--- config.mk ---
export PLATFORM = sky130hd
export DESIGN_NAME = fetch_queue
export DESIGN_NICKNAME = d
export VERILOG_FILES = /design/src/rtl/fetch_queue.sv
export SDC_FILE = /design/constraint.sdc
export NUM_CORES = 1
export LEC_CHECK = 0
export ABC_AREA = 1
export CORE_ASPECT_RATIO = 0.6
export CORE_MARGIN = 1.5
export CORE_UTILIZATION = 55
export CTS_BUF_LIST = sky130_fd_sc_hd__clkbuf_8
export DETAILED_ROUTE_END_ITERATION = 8
export PLACE_DENSITY = 0.85
export SLEW_MARGIN = 20
export SYNTH_ARGS = -nofsm -noshare
export SYNTH_HDL_FRONTEND = slang
export SYNTH_SLANG_ARGS = --single-unit
--- constraint.sdc ---
create_clock -name clk -period 9.8 [get_ports clk]
set_input_delay 1.96 -clock clk [delete_from_list [all_inputs] [get_ports clk]]
set_output_delay 1.96 -clock clk [all_outputs]
set_load 0.01 [all_outputs]
--- src/rtl/fetch_queue.sv ---
// rtl/fetch_queue.sv - instruction fetch queue between IF and decode
//
// Purpose:
//   Buffers {pc, inst} pairs from the IF stage in a small in-order FIFO.
//   The head entry is presented to decode with a valid/ready handshake.
//   pc_stall holds the IF PC while the queue is full. br_ctrl discards
//   every buffered entry.
//
// Ports:
//   clk          in   1          clock, rising edge
//   rst          in   1          asynchronous active-low reset
//   fetch_valid  in   1          IF pair valid this cycle
//   if_pc        in   32         PC of fetched instruction
//   if_inst      in   32         fetched instruction word
//   br_ctrl      in   1          redirect/flush, has priority over push and pop
//   pc_stall     out  1          hold IF PC, high when the queue is full
//   id_ready     in   1          decode accepts the head entry
//   id_valid     out  1          head entry valid
//   id_pc        out  32         head PC, 0 when empty
//   id_inst      out  32         head instruction, NOP_INST when empty
//   count        out  AW+1       occupancy 0..DEPTH

module fetch_queue #(
  parameter int unsigned DEPTH    = 4,
  parameter logic [31:0] NOP_INST = 32'h00000013
) (
  input  logic                     clk,
  input  logic                     rst,
  input  logic                     fetch_valid,
  input  logic [31:0]              if_pc,
  input  logic [31:0]              if_inst,
  input  logic                     br_ctrl,
  output logic                     pc_stall,
  input  logic                     id_ready,
  output logic                     id_valid,
  output logic [31:0]              id_pc,
  output logic [31:0]              id_inst,
  output logic [$clog2(DEPTH):0]   count
);

  localparam int unsigned AW = $clog2(DEPTH);
  localparam int unsigned CW = AW + 1;

  logic [63:0]   mem_q [DEPTH];
  logic [AW-1:0] wr_ptr_q, wr_ptr_d;
  logic [AW-1:0] rd_ptr_q, rd_ptr_d;
  logic [CW-1:0] count_q, count_d;

  logic          full;
  logic          push;
  logic          pop;
  logic [63:0]   head;

  // Full comes from registered occupancy only, so pc_stall has no
  // combinational path from id_ready or the IF inputs. A pop while full
  // therefore cannot make room for a push in the same cycle.
  assign full     = (count_q == CW'(DEPTH));
  assign id_valid = (count_q != '0);
  assign push     = fetch_valid & ~full & ~br_ctrl;
  assign pop      = id_valid & id_ready & ~br_ctrl;

  always_comb begin
    wr_ptr_d = wr_ptr_q;
    rd_ptr_d = rd_ptr_q;
    count_d  = count_q;
    if (br_ctrl) begin
      wr_ptr_d = '0;
      rd_ptr_d = '0;
      count_d  = '0;
    end else begin
      // DEPTH is a power of two, so pointer overflow is the wrap
      if (push) wr_ptr_d = wr_ptr_q + AW'(1);
      if (pop)  rd_ptr_d = rd_ptr_q + AW'(1);
      case ({push, pop})
        2'b10:   count_d = count_q + CW'(1);
        2'b01:   count_d = count_q - CW'(1);
        default: count_d = count_q;
      endcase
    end
  end

  always_ff @(posedge clk or negedge rst) begin
    if (!rst) begin
      wr_ptr_q <= '0;
      rd_ptr_q <= '0;
      count_q  <= '0;
    end else begin
      wr_ptr_q <= wr_ptr_d;
      rd_ptr_q <= rd_ptr_d;
      count_q  <= count_d;
    end
  end

  // Storage is not reset; occupancy alone decides what is visible
  always_ff @(posedge clk) begin
    if (push) mem_q[wr_ptr_q] <= {if_pc, if_inst};
  end

  // First-word-fall-through from registered state, no write bypass
  assign head     = mem_q[rd_ptr_q];
  assign id_pc    = id_valid ? head[63:32] : 32'h0;
  assign id_inst  = id_valid ? head[31:0]  : NOP_INST;
  assign pc_stall = full;
  assign count    = count_q;

endmodule

# Word level (Yosys, flattened, before mapping)
# Memories as Yosys holds them, arrays and structs flattened.
# Cells that the tools add are included.
[word_totals]
regBits = 7
latch_bits = 0
ram_bits = 256
mem_bits_ro = 0
inputBits = 69
output_inout_bits = 69
word_cells = 31
memories = 1
[memory_table]
columns = ["name", "depth", "width", "read_ports", "rd_clocked_by_memory_dff", "wr", "line_no", "text"]
rows = [
  ["mem_q", 4, 64, 1, 0, 1, "44", "logic [63:0] mem_q [DEPTH];"],
]
[op_classes]
addsub = 4
n_mul = 0
n_div = 0
order_cmp = 0
n_eq_ne = 3
shifts = 0
mux = 10
n_bitwise = 6
reduce_logical = 4
[ops]
columns = ["cell", "count"]
rows = [
  ["$mux W32", 2],
  ["$mux W2", 4],
  ["$pmux W3 S2", 1],
  ["$reduce_bool A3 Y1", 2],
  ["$add A2 B1 Y2 const B", 2],
  ["$and A1 B1 Y1", 4],
  ["$reduce_bool A2 Y1", 2],
  ["$add A3 B1 Y3 const B", 1],
  ["$eq A3 B3 Y1 const B", 1],
  ["$mux W3", 1],
  ["$sub A3 B1 Y3 const B", 1],
  ["$eq A2 B1 Y1 const B", 1],
  ["$eq A2 B2 Y1 const B", 1],
  ["$mux W1", 2],
  ["$not A1 Y1", 2],
]

# Logic depth before layout (Yosys ltp)
[logic_depth]
depth_word = 7
mapped_depth = 12
depth_no_buf = 12

# Worst setup path before layout
# OpenSTA, ideal clock, no wires.
[synth_timing]
path_kind = "in2reg"
startpoint = "input fetch_valid"
endpoint = "memory mem_q[0][0], enable pin"
setup_time_ns = 0.486
t_arrival_ns = 4.946
required_time_ns = 9.314
slack_ns = 4.368
stages = 4
path_buffers = 0
cell_sequence = "nand2_1 nor2_1 inv_1 nor2_1"
[synth_between]
elab_chain_cells = 4
[synth_lines]
columns = ["element", "line_no", "text"]
rows = [
  ["start, declared", "29", "input logic fetch_valid,"],
  ["$and A1 B1 Y1 (2 in series)", "59", "assign push = fetch_valid & ~full & ~br_ctrl;"],
  ["$mux W1", "96", "if (push) mem_q[wr_ptr_q] <= {if_pc, if_inst};"],
  ["$mux W1 (not written as such)", "96", ""],
  ["end, declared", "44", ""],
]
# No other way between the ends.

# Worst setup path after layout
[layout_timing]
startpoint = "register rd_ptr_q[0]"
endpoint = "output id_inst[0]"
[layout_between]
elab_chain_cells = 2
[layout_lines]
columns = ["element", "line_no", "text"]
rows = [
  ["start, declared", "46", "logic [AW-1:0] rd_ptr_q, rd_ptr_d;"],
  ["start signal, assigned", "89", "rd_ptr_q <= rd_ptr_d;"],
  ["$mem_v2 Z4 W64", "n/a", ""],
  ["$mux W32", "102", "assign id_inst = id_valid ? head[31:0] : NOP_INST;"],
  ["end, declared", "37", "output logic [31:0] id_inst,"],
]
# No other way between the ends.

==> summary.md <==
| Metric | Value |
|---|---|
| Outcome | complete, but fails checks |
| Failing checks | design-rule violations |
| Final Worst Setup Slack | a little over 4 ns |
| Fin nets | 1027 |
| TNS Setup | 0 ns |
| PwrDens | 251.9 nW/um^2 |
| Via Count | 6680 |
| Die area | 19650 um^2 |
| CTS Buf Count | 37 |
| CP Class | reg2out |
| Layout cells sized above 1 | 0.06455 |
| Largest net degree at the start of global routing | 75 |
| Mapped cell area | roughly 10000 um^2 |
| Post-synthesis net count | 890 |
| Final worst path period share | 0.5853 |
| Worst-Skew Late Latency | between 0.5 and 0.6 ns |
| Rel. slew slack | 0.3659 |
| Number of global-route vias before repair | ~6400 |
| CTS tree | done |
| Post-Layout Cell Count | 1216 |
| CTS resizes | 0 |
| Max-Cap Viols | 0 |
| Via/cell ratio | about 5.5 |
| Initial antenna violation count | 3 |
| First-pass GRT wire length | 34.37 mm |
| Io pins | 138 |
| Num rows | 38 |
| Worst clock skew | around 0.026 ns |
| WP data required | 7.84 ns |
| Slew Viols, Final | 0 |
| Top routing layer in use | met5 |
| Post-CTS Repair Setup Buffers | 0 |
| Starting Density | 0.5662 |
| Gr usage total | 0.2282 |
| Routed WL | 22.02 mm |
| Post-Syn Instances | 816 |
| CTS root buffer | clkbuf_8 |
| Fill cells | 1268 |
| Peak supply drop | 0.1627 mV |
| DIE HEIGHT | 109.2 um |
| Hold crit path type | reg2reg |
| Die width | about 180 um |
| TritonRoute pass-1 iters | 6 |
| Total Power | 0.003152 W |
| Setup WS pre-CTS | 4.630 ns |
| Port-buffer cells | 137 |
| Unrepaired setup endpoints after global routing | false |
| Syn_area_per_cell | 12.67 um^2 |
| Synth Warn # | 0 |
| Bufs on Longest Clock Path | 3 |
| Met1 wire length | just under 10 mm |
| Clk slew on worst S/H paths | 0.06 ns |
| Setup crit end kind | output pin |
| WP data arrival | 3.78 ns |
| Placed insts | 1154 |
| Leakage | 4.287 nW |
| Actual slew at the worst max-slew pin | 0.9511 ns |
| Synth-to-layout area growth | 21.04% |
| DRT iter0 DRCs | 573 |
| Total gr overflow | 0 |
| Max Clock Freq | 174.4 MHz |
| Final min period | 5.736 ns |
| Seq/Total Area, Yosys | 0.7606 |
| Synth unique cells | 22 |
| # setup viols final | 0 |
| Critical Path Start Type | flop |
| Flops & latches, synth | about 260 |
| Diodes inserted | 0 |
| Placer congestion estimate | 0.7752 |
| Core Region | 18260 um^2 |
| Met3 wire len | between 1.5 and 2 mm |
| Total number of H-tree levels | 2 |
| Post-layout util | 0.6853 |
| Hold Vio Cnt, Final | 0 |
| Hold-fix buffers, CTS | 0 |
| Routed wl met2 | 10.15 mm |
| Routed WL per cell | 18.11 um |
| DPL Wire Length | ~12 mm |
| CP max FO | 67 |
| DR DRC count | 12 |
| Sink Count | 263 |
| Antenna-violating nets left | 0 |
metrics by stage:
step,instance area (um^2),hold slack [ns]
2_1_floorplan,10340,0.5796
3_3_place_gp,11860,0.5741
3_5_place_dp,11860,0.5767
4_1_cts,12510,0.5974
5_1_grt,12510,0.6539
6_report,12510,0.5906
area by class of cell:
type                            instances  area (um^2)  share of cell area
Timing Repair Buffer                  146         1439              0.1150
Inverter                               15        57.56            0.004600
Sequential cell                       263         7868              0.6288
Tap cell                              240        300.3             0.02400
Clock inverter                         23        117.6            0.009400
Multi-Input combinational cell        490         2193              0.1753
Clock buffer                           39        536.8             0.04290
registers in the layout, indices dropped and copies added (netlist names):
signal / cells
count: 3
wr_ptr_q: 2
rd_ptr_q: 2
mem_q: 256
placed cells by master (no fill, tap or decap), types with 2 or more instances in the layout:
cell type,instances
o21ai_1,3
inv_1,27
nor2_1,258
a21oi_1,64
o311ai_0,3
clkinv_2,2
edfxtp_1,256
clkbuf_8,39
nor2_4,4
clkinv_1,4
inv_2,3
nand2_1,21
ha_1,4
clkdlybuf4s50_1,137
nand3_1,2
buf_4,9
o21ai_0,126
dfrtp_1,5
Yosys cell counts:
master	n	area, um^2
edfxtp_1	256	7687
inv_2	3	11.26
fa_1	1	20.02
a21oi_1	64	320.3
o21ai_0	126	630.6
buf_6	2	22.52
o21ai_1	3	15.01
nand2_2	1	6.260
inv_1	12	45.04
nand3_1	2	10.01
ha_1	4	50.05
o311ai_0	3	26.28
buf_2	6	30.03
a21boi_0	1	7.510
nor2_1	262	983.4
buf_1	5	18.77
nand2_1	21	78.83
dfrtp_1	7	175.2
nor2_2	1	6.260
xnor2_1	1	8.760
clkbuf_1	21	78.83
buf_4	14	105.1
critical path, stage by stage, from the launching register on:
cell	delay [ns]
dfrtp_4	0.83
clkinv_2	0.78
buf_4	0.57
nor2_1	0.18
nor2_1	0.05
o21ai_0	0.10
o311ai_0	0.15
clkdlybuf4s50_1	0.53
per-layer routing:
metal | global-route usage | vias to the layer above
met5 | 0 | -
met4 | 0.05508 | 4
met3 | 0.05979 | 26
met2 | 0.3658 | 284
met1 | 0.3175 | 3214
li1 | - | 3152
kinds of logic (layout without fill, tap and decap cells):
kind of cell               Yosys count  count (layout)  synth area share
buffers and inverters               63             223           0.03014
and+or+nand+nor                    287             287            0.1049
AOI/OAI and AO/OA                  197             197           0.09671
adders and majority gates            5               5          0.006778
DFF                                263             263            0.7606
xor gates and xnor gates             1               1         0.0008474
path summary, 6_finish.rpt:
path                                  start           to  slack, ns  cells after the start
min in group asynchronous               rst  wr_ptr_q[0]       1.75                      1
worst max-delay path            rd_ptr_q[0]   id_inst[0]       4.06                      7
worst max register to register     count[0]  mem_q[3][0]       7.13                      7
max in group asynchronous               rst  rd_ptr_q[0]       7.76                      1
worst min register to register     count[1]     count[1]       0.59                      2
worst min-delay path               count[1]     count[1]       0.59                      2
report_power, final:
part	leakage, nW	internal (W)	switching [W]
sequential	2.41	0.00131	0.0000453
clock	0.390	0.000392	0.000380
combinational	1.48	0.000447	0.000582
(Power assumes the default switching activity.)
